--- config.mk ---
export PLATFORM = sky130hd
export DESIGN_NAME = mem_port_arbiter
export DESIGN_NICKNAME = d
export VERILOG_FILES = /design/src/rtl/mem_port_arbiter.sv
export SDC_FILE = /design/constraint.sdc
export NUM_CORES = 1
export LEC_CHECK = 0
export BUFFER_PORTS_ARGS = -buffer_cell sky130_fd_sc_hd__buf_2
export CAP_MARGIN = 25
export CORE_MARGIN = 3
export CORE_UTILIZATION = 51
export CTS_CLUSTER_SIZE = 25
export DETAILED_ROUTE_END_ITERATION = 8
export PLACE_DENSITY = 0.86
export SYNTH_ARGS = -nofsm -noshare
export SYNTH_HDL_FRONTEND = slang
export SYNTH_SLANG_ARGS = --single-unit
--- constraint.sdc ---
create_clock -name CLK -period 5.45 [get_ports CLK]
set_input_delay 0.8175 -clock CLK [delete_from_list [all_inputs] [get_ports CLK]]
set_output_delay 0.8175 -clock CLK [all_outputs]
set_load 0.005 [all_outputs]
--- src/rtl/mem_port_arbiter.sv ---
`default_nettype none
// ============================================================================
// Module   : mem_port_arbiter
// Brief    : Shares one memory port between instruction fetch and data access.
// Revision : 1.0 - initial release
// ============================================================================
module mem_port_arbiter #(
  parameter int DATA_MAX_BURST = 4,
  parameter int TIMEOUT_CYC    = 255
) (
  input  logic        CLK,
  input  logic        RST,
  input  logic        if_req,
  input  logic [31:0] if_addr,
  output logic [31:0] if_rdata,
  output logic        if_valid,
  input  logic        d_req,
  input  logic        d_we,
  input  logic [3:0]  d_be,
  input  logic [31:0] d_addr,
  input  logic [31:0] d_wdata,
  output logic [31:0] d_rdata,
  output logic        d_valid,
  input  logic        flush,
  output logic        mem_req,
  output logic        mem_we,
  output logic [3:0]  mem_be,
  output logic [31:0] mem_addr,
  output logic [31:0] mem_wdata,
  input  logic        mem_ack,
  input  logic [31:0] mem_rdata,
  output logic        stall_if,
  output logic        stall_mem,
  output logic        bus_err
);

  localparam int                  c_WAIT_W    = $clog2(TIMEOUT_CYC + 1);
  localparam logic [c_WAIT_W-1:0] c_WAIT_LAST = c_WAIT_W'(TIMEOUT_CYC - 1);
  localparam logic [2:0]          c_MAX_BURST = 3'(DATA_MAX_BURST);

  typedef enum logic [1:0] {
    IDLE  = 2'd0,
    FETCH = 2'd1,
    DATA  = 2'd2,
    RESP  = 2'd3
  } state_t;

  state_t              r_state;
  state_t              w_next_state;
  logic [2:0]          r_streak;
  logic [c_WAIT_W-1:0] r_wait;
  logic                r_discard;
  logic                w_busy;
  logic                w_ack;
  logic                w_timeout;
  logic                w_burst_full;
  logic                w_grant_f;
  logic                w_grant_d;

  assign w_busy       = (r_state == FETCH) || (r_state == DATA);
  assign w_ack        = w_busy & mem_ack;
  // The last wait cycle times out unless the ack shows up in it.
  assign w_timeout    = w_busy & ~mem_ack & (r_wait == c_WAIT_LAST);
  assign w_burst_full = (r_streak == c_MAX_BURST);

  assign stall_if  = if_req & ~if_valid;
  assign stall_mem = d_req & ~d_valid;

  always_comb begin
    w_grant_f    = 1'b0;
    w_grant_d    = 1'b0;
    w_next_state = r_state;
    case (r_state)
      IDLE: begin
        w_grant_f = if_req & ~flush & (~d_req | w_burst_full);
        w_grant_d = d_req & ~w_grant_f;
        if (w_grant_f) begin
          w_next_state = FETCH;
        end else if (w_grant_d) begin
          w_next_state = DATA;
        end
      end
      FETCH, DATA: begin
        if (w_ack || w_timeout) begin
          w_next_state = RESP;
        end
      end
      RESP:    w_next_state = IDLE;
      default: w_next_state = IDLE;
    endcase
  end

  always_ff @(posedge CLK) begin
    if (RST) begin
      r_state   <= IDLE;
      r_streak  <= 3'd0;
      r_wait    <= '0;
      r_discard <= 1'b0;
      mem_req   <= 1'b0;
      mem_we    <= 1'b0;
      mem_be    <= 4'h0;
      mem_addr  <= 32'h0;
      mem_wdata <= 32'h0;
      if_rdata  <= 32'h0;
      if_valid  <= 1'b0;
      d_rdata   <= 32'h0;
      d_valid   <= 1'b0;
      bus_err   <= 1'b0;
    end else begin
      r_state  <= w_next_state;
      if_valid <= 1'b0;
      d_valid  <= 1'b0;

      if (w_grant_f || w_grant_d) begin
        mem_req   <= 1'b1;
        r_wait    <= '0;
        mem_we    <= w_grant_d & d_we;
        mem_be    <= w_grant_d ? d_be : 4'hF;
        mem_addr  <= w_grant_d ? d_addr : if_addr;
        mem_wdata <= w_grant_d ? d_wdata : 32'h0;
      end

      if (w_grant_f) begin
        r_streak <= 3'd0;
      end else if (w_grant_d) begin
        r_streak <= !if_req ? 3'd0 : (w_burst_full ? r_streak : r_streak + 3'd1);
      end

      if (r_state == FETCH && flush) begin
        r_discard <= 1'b1;
      end else if (r_state == RESP) begin
        r_discard <= 1'b0;
      end

      // A flush arriving together with the ack still discards the fetch.
      if (w_ack || w_timeout) begin
        mem_req <= 1'b0;
        if (r_state == FETCH) begin
          if (!(r_discard || flush)) begin
            if_valid <= 1'b1;
            if_rdata <= w_ack ? mem_rdata : 32'h0;
          end
        end else begin
          d_valid <= 1'b1;
          if (!mem_we) begin
            d_rdata <= w_ack ? mem_rdata : 32'h0;
          end
        end
      end else if (w_busy) begin
        r_wait <= r_wait + 1'b1;
      end

      if (w_timeout) begin
        bus_err <= 1'b1;
      end
    end
  end

endmodule
`default_nettype wire

Word-level counts from Yosys, hierarchy flattened
Index checks and enable logic that the tools add are counted.
- register bits: 151
- bits in latches: 0
- memory bits (writable): 0
- ROM bits: 0
- input port bits: 139
- output and inout bits: 139
- word-level logic and storage cells: 79
- memories: 0
- add/subtract/negate cells: 2
- $mul: 0
- div/mod/pow operators: 0
- order comparisons: 0
- equal/unequal tests: 8
- shifts and indexed selects: 0
- mux-type cells: 19
- bitwise gates (word level): 20
- reductions and logical operators: 16
- operators with widths (operator ; number):
    $mux 32 ; 3
    $mux 8 ; 3
    $not 1->1 ; 10
    $and 1x1->1 ; 9
    $add 8x1->8 const B ; 1
    $eq 8x8->1 const B ; 1
    $reduce_or 2->1 ; 4
    $mux 1 ; 6
    $mux 2 ; 3
    $mux 3 ; 2
    $pmux 2 s3 ; 1
    $reduce_and 3->1 ; 2
    $eq 2x2->1 const B ; 2
    $logic_or 1x1->1 ; 4
    $mux 4 ; 1
    $ne 2x2->1 const B ; 2
    $reduce_and 2->1 ; 2
    $add 3x1->3 const B ; 1
    $eq 3x3->1 const B ; 1
    $ne 3x3->1 const B ; 1
    $reduce_or 3->1 ; 1
    $eq 2x1->1 const B ; 1
    $logic_not 2->1 ; 1
    $reduce_bool 2->1 ; 1
    2 further kinds ; 2

Logic depth before layout (Yosys ltp)
Gate-level depths: netlist (run 1).
- word-level depth: 10
- mapped depth: 8

Worst setup path after synthesis (run 1)
No wires, ideal clock.
- path kind: input port to flip-flop
- from: input port flush
- to: register mem_addr[12]
- arrival time: 1.813 ns
- setup slack: 3.546 ns
- stages on the path: 5
- buffers on the path: 1
- cells stage by stage: nand2b_1 > o21bai_2 > buf_2 > nand2_1 > a311oi_1
- word-level cells in the longest chain between the ends: 7
- ends and longest elaborated chain (item ; RTL line ; RTL):
    from (decl) ; 24 ; input logic flush,
    $not 1->1 (*) ; 75 ; w_grant_f = if_req & ~flush & (~d_req | w_burst_full);
    $and 1x1->1 (*) (2 in a row) ; 75 ;
    $not 1->1 ; 76 ; w_grant_d = d_req & ~w_grant_f;
    $and 1x1->1 ; 76 ;
    $mux 1 ; 73 ; case (r_state)
    $mux 32 / $logic_or 1x1->1 (equally long branches) ; 119, 114 ;
    to (signal assigned) ; 119 ; mem_addr <= w_grant_d ? d_addr : if_addr;
    to (decl) ; 28 ; output logic [31:0] mem_addr,
Mark *: on every way between the ends. The rest lies on a longest branch, timed or not.
A chain may end at the register's enable or synchronous reset.

Worst setup path after layout (run 1)
- from: register r_state[1]
- to: register mem_addr[20]
- word-level cells in the longest chain between the ends: 3
- ends and longest elaborated chain (item ; RTL line ; RTL):
    from (decl) ; 48 ; state_t r_state;
    from (signal assigned) ; 110 ; r_state <= w_next_state;
    $logic_not 2->1 (*) ; 73 ;
    $mux 1 ; 73 ;
    $mux 32 / $logic_or 1x1->1 (equally long branches) ; 119, 114 ;
Marks and branches as above.

==> metrics.md, run 1 <==
| Metric | Value |
|---|---|
| Final worst path period need | between 2 and 3 ns |
| Synth Instances | 720 |
| Total via count in the routed design | 6416 |
| Power per Cell Area | about 440 nW/µm² |
| Capture point of the worst reg-to-reg path | mem_addr[20] |
| Post-CTS repair timing setup buffer count | 0 |
| Hold slack final | about 0.5 ns |
| Number of synthesized register bits | 151 |
| Detailed Route WL | 18490 µm |
| Outcome | complete, no violations |
| Count of unique library cells instantiated by Yosys | a little over 40 |
| Data arrival, critical path | between 2 and 3 ns |
| Reg-to-reg critical path startpoint | r_state[1] |
| Max-slew violations | 0 |
| Worst voltage drop across the vdd grid | 0.0002632 V |
| Max Freq | between 0.3 and 0.4 GHz |
| Number of gates given a new drive strength after cts | 0 |
| Fraction of the yosys area taken by sequential cells | 0.4857 |
| Grt ovf | 0 |
| Clock latency on the worst-skew pair | about 0.42 ns |
| Crit path cell chain | inv_1 > ha_1 > nand2_1 > a31oi_4 > buf_4 > nand2_1 > a311oi_1 |
| DR WL/cell | about 17 µm |
| Max_slew headroom | 0.4913 |
| Final Hold Viols | 0 |
| Fill count | 936 |
| Maximum root-to-sink buffer count | 2 |
| Clock slew seen by the registers of the worst setup and hold paths | 0.06 ns |
| Global-route wire length before repair | roughly 29000 µm |
| Standard-cell rows | 39 |
| Clock Sinks | ~150 |
| Fraction of final layout cells sized beyond drive strength 1 | 0.3323 |
| Half-perimeter wire length after detailed placement | 12350 µm |
| Kind of critical path | reg -> reg |
| CTS tree | done |
| Cell area after technology mapping | 6223 µm² |
| Total GRT Usage | 0.2658 |
| Root Buffer | sky130_fd_sc_hd__clkbuf_16 |
| Number of nets in the final layout | 1108 |
| Number of top-level pins | ~280 |
| Maximum number of pins on one net before global-route repair | a little under 90 |
| Worst Path Max Fanout | 40 |
| Signed area change from the synthesized netlist to the final layout | 31.95% |
| Layout Skew | ~0.01 ns |
| Last element of the critical path | mem_addr[20] |
| Die outline height | 116.5 µm |
| R2R depth | 7 |
| Detailed-router iteration count before antenna repair | 7 |
| Most common cell after layout, fill and taps aside | sky130_fd_sc_hd__buf_2 |
| Weighted congestion reported at the end of routability-driven placement | 0.8166 |
| Setup repair after global routing missed its margin | false |
| Detail-routed via count per cell | approximately 5.8 |
| Leakage Power | 3.571 nW |
| Area of the die | around 14000 µm² |
| Synthesized-area fraction occupied by xor and xnor cells | 0.001407 |
| Synthesized Nets | 867 |
| Hold buffers post-CTS | 0 |
| Critical-path top delay cell | sky130_fd_sc_hd__a31oi_4 |
| Start point of the critical path | r_state[1] |
| DR iter-0 viols | 649 |
| DRC viols | 0 |
| Compound-cell area share of the yosys netlist | 0.2626 |
| Final cell utilization of the core | 0.7041 |
| Dominant combinational cell family by area after synthesis | compound AO/OA/AOI/OAI gates |
| Post-Synth Adder-Cell Area | 0.01608 |
| H-tree level count | 4 |
| Core region area | 11660 µm² |
| Part of the cycle the worst path needs | 0.4604 |
| Vias in the first global route | roughly 6000 |
| Average instance area after synthesis | 8.644 µm² |
| Die W | about 120 µm |
| WP data required | 5.77 ns |
| Antenna diodes | 0 |
| Number of buffers inserted during clock tree synthesis | 17 |
| Delay of the slowest critical-path stage | between 0.6 and 0.7 ns |
| Actual transition at the worst max-transition pin | ~0.76 ns |
| IO buf count | 277 |
| Number of nets still failing antenna checks after routing | 0 |
| R2r setup slk | about 2.9 ns |
| Endpoint type of the worst setup path | flip-flop |
| Setup violators final | 0 |
| Reported max-cap violation count | 0 |
| Initial antenna violation count | 0 |
| Sort of element at the start of the critical path | flip-flop |
| Fraction of the mapped netlist area in simple logic gates | 0.1795 |
| Initial Util | 0.5336 |
| Count of warnings emitted by yosys | 0 |
| Type of the most critical hold path | reg -> reg |
| Fraction of synthesized area in multiplexers | 0 |
| Sum of negative setup slack | 0 ns |
| Top cell by count, worst path | sky130_fd_sc_hd__nand2_1 |
| Commonest cells after routing, fill and taps aside | sky130_fd_sc_hd__buf_2 (276), sky130_fd_sc_hd__dfxtp_1 (151), sky130_fd_sc_hd__nand2_1 (137) |
worst min-delay path by stage:
stage / from / endpoint / cells after the start / slack (ns)
after floorplan: bus_err / bus_err / 2 / 0.46
after global placement: bus_err / bus_err / 2 / 0.45
after detailed placement: bus_err / bus_err / 2 / 0.45
after CTS: mem_req / mem_req / 2 / 0.49
after global routing: mem_req / mem_req / 2 / 0.50
final: mem_req / mem_req / 2 / 0.49
worst max-delay path: cells and delay by family (launching register included):
kind	cells	cell delay (ns)
buffers and inverters	2	0.61
and+or+nand+nor	2	0.26
AOI/OAI and AO/OA	2	0.93
DFF	1	0.31
adders and majority gates	1	0.28
Yosys cell counts, drive strengths merged:
cell type / number / area share
a221oi: 1 / 0.0014
a311oi: 97 / 0.14
nand3: 8 / 0.0064
o31ai: 2 / 0.0024
a22oi: 33 / 0.040
nand2: 137 / 0.083
a21boi: 2 / 0.0030
nand4: 4 / 0.0040
or4b: 1 / 0.0016
ha: 8 / 0.016
dfxtp: 151 / 0.49
o21a: 2 / 0.0024
o21bai: 1 / 0.0018
and2: 2 / 0.0020
o311ai: 3 / 0.0042
xnor2: 1 / 0.0014
o22ai: 7 / 0.0070
and3b: 2 / 0.0028
buf: 29 / 0.026
nor2b: 4 / 0.0040
nor3: 1 / 0.00080
clkbuf: 37 / 0.022
nor3b: 4 / 0.0066
and3: 5 / 0.0050
o21ai: 4 / 0.0038
or4: 4 / 0.0048
or3: 1 / 0.0010
nor2: 76 / 0.046
nand3b: 1 / 0.0012
nand4b: 4 / 0.0056
inv: 10 / 0.0060
a31oi: 2 / 0.0030
a21oi: 71 / 0.057
nand2b: 5 / 0.0050
per-layer routing:
layer / vias to the layer above / global-route usage / part of all wire
li1: 3127 / - / -
met1: 2960 / 0.3344 / 0.41
met2: 286 / 0.4348 / 0.49
met3: 43 / 0.07461 / 0.074
met4: 0 / 0.1005 / 0.027
met5: - / 0 / 0
power by group:
part | total (mW) | switching [mW] | internal [mW]
registers | 1.38 | 0.0961 | 1.29
clock network | 1.14 | 0.441 | 0.694
logic | 1.12 | 0.694 | 0.430
total | 3.64 | 1.23 | 2.41
registers in the layout, summed over array words and instances, names as in the netlist:
signal / flops
mem_req: 1
mem_be: 4
mem_wdata: 32
d_valid: 1
mem_we: 1
bus_err: 1
d_rdata: 32
r_state: 2
r_wait: 8
r_discard: 1
r_streak: 3
mem_addr: 32
if_valid: 1
if_rdata: 32
layout make-up:
type,instances,area [µm²],share of cell area
flip-flops and latches,151,3023,0.3681
multi-input cells,493,2883,0.3511
repair buffers,288,1524,0.1856
clock buffers,23,467.9,0.05699
well taps,143,178.9,0.02179
clock inverters,7,97.59,0.01188
inverters,10,37.54,0.004571
cells by family after synthesis:
family / Yosys count
buffers and inverters: 76
XOR/XNOR: 1
flip-flops: 151
AO/OA/AOI/OAI: 225
AND/OR/NAND/NOR: 259
adder cells (fa/ha/maj): 8
per-stage QoR:
stage                     cell area, µm²  instances  setup slack [ns]  power [mW]
after global placement              7571       1082             2.718       2.473
final                               8212       1115             2.941       3.644
after floorplan                     6223        720             3.546       2.117
after CTS                           8164       1113             2.741       3.639
after detailed placement            7599       1083             2.664       2.502
after global routing                8212       1115             2.713       3.856
(Power assumes the default switching activity.)
==> inputs of run 2 (changes only) <==
ABC_AREA = 1   (was unset)
CORE_UTILIZATION = 43   (was 51)
PLACE_DENSITY = 0.76   (was 0.86)
clock period = 2.3 ns   (was 5.45 ns; I/O delays follow)
==> run 2 against run 1 <==
Compared with the run above:
- sequential power grew 140%
- critical path type unchanged
- critical endpoint is now d_rdata[24]
- sequential share of layout area shrank 1.8 points
- highest routed layer is now met5
- clock power grew to 2.6 times the previous value
- non-clock buffer count grew 6
- synthesized cell count grew 31%
- largest power group unchanged
==> metrics.md, run 2 <==
| Metric | Value |
|---|---|
| Outcome | complete, no violations |
| Actual transition at the worst max-transition pin | 0.6176 ns |
| Worst voltage drop across the vdd grid | between 0.0006 and 0.0007 V |
| Final cell utilization of the core | 0.5889 |
| Type of the most critical hold path | in -> reg |
| Die W | 128.9 µm |
| Detailed Route WL | between 15000 and 20000 µm |
| Half-perimeter wire length after detailed placement | between 10000 and 15000 µm |
| Kind of critical path | reg -> reg |
| Area leader, netlist | sky130_fd_sc_hd__dfxtp_1 |
| DR iter-0 viols | approximately 340 |
| Vias in the first global route | 6145 |
| Number of synthesized register bits | roughly 150 |
| Maximum root-to-sink buffer count | 2 |
| Count of unique library cells instantiated by Yosys | 25 |
| Endpoint type of the worst setup path | flip-flop |
| Setup violators final | 0 |
| Start point of the critical path | r_state[0] |
| H-tree level count | 4 |
| Synth Instances | roughly 950 |
| Worst Path Max Fanout | 24 |
| Number of gates given a new drive strength after cts | 0 |
| Total GRT Usage | 0.2223 |
| Post-CTS repair timing setup buffer count | 0 |
| Root Buffer | sky130_fd_sc_hd__clkbuf_16 |
| Final worst path period need | between 1.5 and 2 ns |
| Cell area after technology mapping | between 6000 and 7000 µm² |
| Detailed-router iteration count before antenna repair | 5 |
| Count of warnings emitted by yosys | 0 |
| Global-route wire length before repair | between 20000 and 30000 µm |
| DR WL/cell | between 10 and 15 µm |
| Cell Count, Final, Fillers Out | 1398 |
| Top-count cell post-synth | sky130_fd_sc_hd__nand2_1 |
| Standard-cell rows | 44 |
| Setup repair after global routing missed its margin | false |
| Number of buffers inserted during clock tree synthesis | 17 |
| Clock Sinks | between 150 and 200 |
| Hold slack final | between 0.15 and 0.2 ns |
| Synthesized Nets | 1093 |
| Average instance area after synthesis | approximately 6.9 µm² |
| DRC viols | 0 |
| Max-slew violations | 0 |
| Power per Cell Area | around 1100 nW/µm² |
| Signed area change from the synthesized netlist to the final layout | 32.72% |
| Clock latency on the worst-skew pair | roughly 0.42 ns |
| Part of the cycle the worst path needs | 0.8627 |
| Number of nets still failing antenna checks after routing | 0 |
| Async S/R FF share, synth | 0 |
| Max_slew headroom | 0.5876 |
| Clock slew seen by the registers of the worst setup and hold paths | 0.06 ns |
| Data arrival, critical path | about 2.3 ns |
| Core region area | about 15000 µm² |
| Detail-routed via count per cell | just under 5 |
| Max Freq | a little over 0.5 GHz |
| Sum of negative setup slack | 0 ns |
| Final Hold Viols | 0 |
| Die outline height | 128.9 µm |
| Number of top-level pins | around 280 |
| List of most frequent post-synthesis cells | sky130_fd_sc_hd__nand2_1 (295), sky130_fd_sc_hd__dfxtp_1 (151), sky130_fd_sc_hd__nor2_1 (123) |
| Maximum number of pins on one net before global-route repair | 70 |
| Count of flip-flops with a built-in enable after synthesis | 0 |
| Leakage Power | 4.399 nW |
| Hold buffers post-CTS | 0 |
| Initial Util | 0.4437 |
| Share of Yosys cell area claimed by the top area cell type | 0.4652 |
| Capture point of the worst reg-to-reg path | d_rdata[24] |
| Grt ovf | 0 |
| Area of the die | between 15000 and 20000 µm² |
| IO buf count | roughly 280 |
| Total via count in the routed design | around 7000 |
| Initial antenna violation count | 1 |
| R2r setup slk | ~0.32 ns |
| Most common cell after layout, fill and taps aside | sky130_fd_sc_hd__nand2_1 |
| Inst Count DP | 1366 |
| Weighted congestion reported at the end of routability-driven placement | roughly 0.85 |
| Number of nets in the final layout | 1348 |
| Commonest cells after routing, fill and taps aside | sky130_fd_sc_hd__nand2_1 (295), sky130_fd_sc_hd__buf_2 (276), sky130_fd_sc_hd__dfxtp_1 (151) |
| Reported max-cap violation count | 0 |
| Antenna diodes | 0 |
| Layout Skew | about 0.010 ns |
| Fill count | between 1000 and 1500 |
| Most frequently used flop master after synthesis | sky130_fd_sc_hd__dfxtp_1 |
| Reg-to-reg critical path startpoint | r_state[0] |
| Biggest area contributors in the synthesized netlist | sky130_fd_sc_hd__dfxtp_1 (47%), sky130_fd_sc_hd__nand2_1 (17%), sky130_fd_sc_hd__a21oi_1 (8.3%), sky130_fd_sc_hd__nor2_1 (7.1%), sky130_fd_sc_hd__nand3_1 (6.9%) |
| CTS tree | done |
| Sort of element at the start of the critical path | flip-flop |
| R2R depth | 9 |
| Last element of the critical path | d_rdata[24] |
| Fraction of final layout cells sized beyond drive strength 1 | 0.2792 |
| Post-route cell area | 8623 µm² |
| WP data required | 2.58 ns |
| Area post-placement | about 8000 µm² |
| Fraction of the yosys area taken by sequential cells | 0.4652 |
run 2: cell types whose count changed in the layout (fill, tap and decap cells not counted), sizes merged, moves of 5 or more:
cell    previous run  this run
a21oi             71       108
a22oi             33         0
a311oi            97         0
and3               5         0
buf              288       294
inv               10        84
nand2            137       299
nand2b             5         0
nand3              8        90
nor2              76       127
o21ai              4        13
o22ai              7         0
run 2: routing by layer:
metal | vias to the layer above | global-route usage | part of all wire | wire length, µm
met4 | 2 | 0.09327 | 0.029 | 555
li1 | 3470 | - | - | -
met5 | - | 0 | 0.00068 | 13
met2 | 274 | 0.3610 | 0.46 | 8876
met3 | 37 | 0.06974 | 0.083 | 1585
met1 | 3015 | 0.2731 | 0.42 | 8118
run 2: worst max-delay path, cell delays in order, from the launching register on:
cell	delay, ns
sky130_fd_sc_hd__dfxtp_1	0.38
sky130_fd_sc_hd__inv_1	0.08
sky130_fd_sc_hd__ha_1	0.34
sky130_fd_sc_hd__inv_1	0.07
sky130_fd_sc_hd__nor2_1	0.11
sky130_fd_sc_hd__nand3_2	0.12
sky130_fd_sc_hd__nand2_4	0.22
sky130_fd_sc_hd__nand2_2	0.30
sky130_fd_sc_hd__nand2_1	0.16
sky130_fd_sc_hd__a21oi_1	0.07
run 2: cell families (layout without fill, tap and decap cells):
family,count (synthesis),in the layout,synth area share
AOI/OAI and AO/OA,122,122,0.09436
xor gates and xnor gates,2,2,0.002696
adders and majority gates,8,8,0.01541
buffers and inverters,140,408,0.09436
DFF,151,151,0.4652
and+or+nand+nor,523,523,0.3279
run 2: worst min-delay path by stage:
| stage | start | endpoint | slack, ns | depth (start not counted) |
|---|---|---|---|---|
| global route | d_wdata[25] | mem_wdata[25] | 0.16 | 3 |
| global placement | if_rdata[6] | if_rdata[6] | 0.44 | 2 |
| floorplan | bus_err | bus_err | 0.45 | 2 |
| detailed placement | mem_wdata[23] | mem_wdata[23] | 0.45 | 2 |
| finish | d_be[0] | mem_be[0] | 0.16 | 3 |
| CTS | d_be[0] | mem_be[0] | 0.14 | 3 |
run 2: report_power, final:
| group | internal, mW | leakage [nW] | total, mW | switching (mW) |
|---|---|---|---|---|
| Clock | 1.86 | 0.302 | 3.01 | 1.15 |
| Combinational | 1.14 | 2.86 | 3.11 | 1.97 |
| Sequential | 3.08 | 1.23 | 3.34 | 0.257 |
| Total | 6.08 | 4.40 | 9.45 | 3.37 |
run 2: final cells by class:
| class | instances | area (µm²) | share of cell area |
|---|---|---|---|
| clock inverter | 13 | 193.9 | 0.02249 |
| tap | 184 | 230.2 | 0.02670 |
| inverter | 82 | 307.8 | 0.03569 |
| sequential | 151 | 3023 | 0.3506 |
| multi-input combinational | 655 | 2884 | 0.3344 |
| timing repair buffer | 294 | 1541 | 0.1788 |
| clock buffer | 19 | 442.9 | 0.05136 |
run 2: per-stage QoR:
stage          worst slack [ns]  power, mW
3_5_place_dp             0.3391      6.506
2_1_floorplan            0.5798      5.482
3_3_place_gp             0.4099      6.444
6_report                 0.3158      9.454
4_1_cts                  0.3263      9.536
5_1_grt                 0.08365      10.11
==> inputs of run 3 (changes only) <==
CORE_ASPECT_RATIO = 0.7   (was unset)
==> run 3 against run 2 <==
Compared with the run above:
- first-iteration DRC count increased by 49%
- worst setup slack better by 0.046 ns
- largest cell class unchanged
- count of clock-buffer cells in the layout down 1
- combinational power about the same
- clock power down 9.6%
- largest power group unchanged
- worst hold slack improved by 0.011 ns
- fmax increased by 2.4%
- flip-flop and latch count stayed put
- highest routed layer is now met4
- critical path type unchanged
- sequential power barely moved
- core utilization is 1.0 points higher
==> metrics.md, run 3 (synthesis results as in run 2) <==
| Metric | Value |
|---|---|
| Worst-case setup slack after placement | approximately 0.39 ns |
| Final Hold Viols | 0 |
| Kind of critical path | reg -> reg |
| Number of gates given a new drive strength after cts | 0 |
| Most common cell after layout, fill and taps aside | sky130_fd_sc_hd__nand2_1 |
| Vias in the first global route | between 6000 and 7000 |
| Initial antenna violation count | 0 |
| Commonest cells after routing, fill and taps aside | sky130_fd_sc_hd__nand2_1 (295), sky130_fd_sc_hd__buf_2 (276), sky130_fd_sc_hd__dfxtp_1 (151) |
| Worst Path Max Fanout | 19 |
| Detail-routed via count per cell | roughly 4.7 |
| Worst Slack Setup Final | between 0.3 and 0.4 ns |
| CTS tree | done |
| Inst Count DP | between 1000 and 1500 |
| Final worst path period need | 1.939 ns |
| Antenna diodes | 0 |
| DRC viols | 0 |
| Area of the die | approximately 17000 µm² |
| Setup violators final | 0 |
| DR iter-0 viols | approximately 500 |
| Die outline height | ~110 µm |
| Total GRT Usage | 0.2132 |
| Total via count in the routed design | around 6600 |
| Endpoint type of the worst setup path | flip-flop |
| Max Freq | just over 0.5 GHz |
| Layout Skew | between 0.01 and 0.015 ns |
| Data arrival, critical path | approximately 2.2 ns |
| Power per Cell Area | approximately 1100 nW/µm² |
| Reported max-cap violation count | 0 |
| Leakage Power | 4.375 nW |
| Sort of element at the start of the critical path | flip-flop |
| Max-slew violations | 0 |
| Clock slew seen by the registers of the worst setup and hold paths | roughly 0.06 ns |
| Actual transition at the worst max-transition pin | around 0.59 ns |
| Post-CTS repair timing setup buffer count | 0 |
| Maximum root-to-sink buffer count | 2 |
| Clock latency on the worst-skew pair | 0.42 ns |
| Die W | roughly 150 µm |
| Maximum number of pins on one net before global-route repair | 125 |
| Cell Count, Final, Fillers Out | roughly 1400 |
| H-tree level count | 4 |
| Signed area change from the synthesized netlist to the final layout | 32.08% |
| IO buf count | around 280 |
| Final cell utilization of the core | 0.5991 |
| Core region area | 14320 µm² |
| Hold buffers post-CTS | 0 |
| Fraction of final layout cells sized beyond drive strength 1 | 0.2789 |
| Number of nets in the final layout | between 1000 and 1500 |
| Detailed-router iteration count before antenna repair | 7 |
| Root Buffer | sky130_fd_sc_hd__clkbuf_16 |
| Max_slew headroom | 0.6037 |
| WP data required | about 2.6 ns |
| R2R depth | 9 |
| Setup repair after global routing missed its margin | false |
| Type of the most critical hold path | in -> reg |
| Sum of negative setup slack | 0 ns |
| DR WL/cell | about 13 µm |
| Outcome | complete, no violations |
| Standard-cell rows | 36 |
| Grt ovf | 0 |
| Part of the cycle the worst path needs | 0.8428 |
| Weighted congestion reported at the end of routability-driven placement | approximately 0.83 |
| Clock Sinks | 151 |
| Number of nets still failing antenna checks after routing | 0 |
| Worst voltage drop across the vdd grid | 0.0006121 V |
| Half-perimeter wire length after detailed placement | 12970 µm |
| Detailed Route WL | ~18000 µm |
| Number of top-level pins | 278 |
| Number of buffers inserted during clock tree synthesis | 17 |
| Initial Util | 0.4536 |
| Global-route wire length before repair | ~30000 µm |
| Instance count along the most critical hold path | 3 |
run 3: changes by cell type in the layout (fill, tap and decap cells not counted), sizes merged:
cell,previous run,this run
buf,294,292
clkinvlp,3,2
bufinv,4,1
clkbuf,19,18
inv,84,89
run 3: layer usage:
layer  track usage  up-vias  part of all wire
li1              -     3458                 -
met1        0.2783     2924              0.45
met2        0.3445      220              0.45
met3       0.06109       23             0.077
met4       0.06993        0             0.016
met5             0        -                 0
run 3: path summary, 6_finish.rpt:
| check | startpoint | endpoint | slack, ns |
|---|---|---|---|
| min reg2reg | bus_err | bus_err | 0.46 |
| min | d_be[1] | mem_be[1] | 0.17 |
| max | r_state[1] | d_rdata[3] | 0.36 |
| max reg2reg | r_state[1] | d_rdata[3] | 0.36 |
run 3: layout make-up:
| type | count | area (µm²) |
|---|---|---|
| well taps | 190 | 237.7 |
| repair buffers | 292 | 1551 |
| clock buffers | 18 | 439.2 |
| fillers | 1363 | 5742 |
| inverters | 82 | 307.8 |
| flip-flops and latches | 151 | 3023 |
| clock inverters | 14 | 138.9 |
| multi-input cells | 655 | 2884 |
run 3: power by group:
group	internal [mW]	switching, mW
logic	1.16	1.96
clock network	1.55	1.17
registers	3.08	0.247
total	5.79	3.37
run 3: worst max-delay path, stage by stage (launching register included):
cell and delay (ns):
sky130_fd_sc_hd__dfxtp_1 0.36, sky130_fd_sc_hd__inv_1 0.10, sky130_fd_sc_hd__ha_1 0.34, sky130_fd_sc_hd__inv_1 0.06, sky130_fd_sc_hd__nor2_1 0.11, sky130_fd_sc_hd__nand3_2 0.12, sky130_fd_sc_hd__nand2_4 0.18, sky130_fd_sc_hd__nand2_2 0.28
sky130_fd_sc_hd__nand2_1 0.14, sky130_fd_sc_hd__a21oi_1 0.08
run 3: metrics by stage:
step,power (mW),instance area (µm²),hold slack [ns]
after CTS,9.255,8582,0.1528
after global placement,6.459,8004,0.4443
after floorplan,5.482,6497,0.4466
final,9.164,8582,0.1687
after detailed placement,6.509,8004,0.4508
after global routing,9.857,8582,0.1569
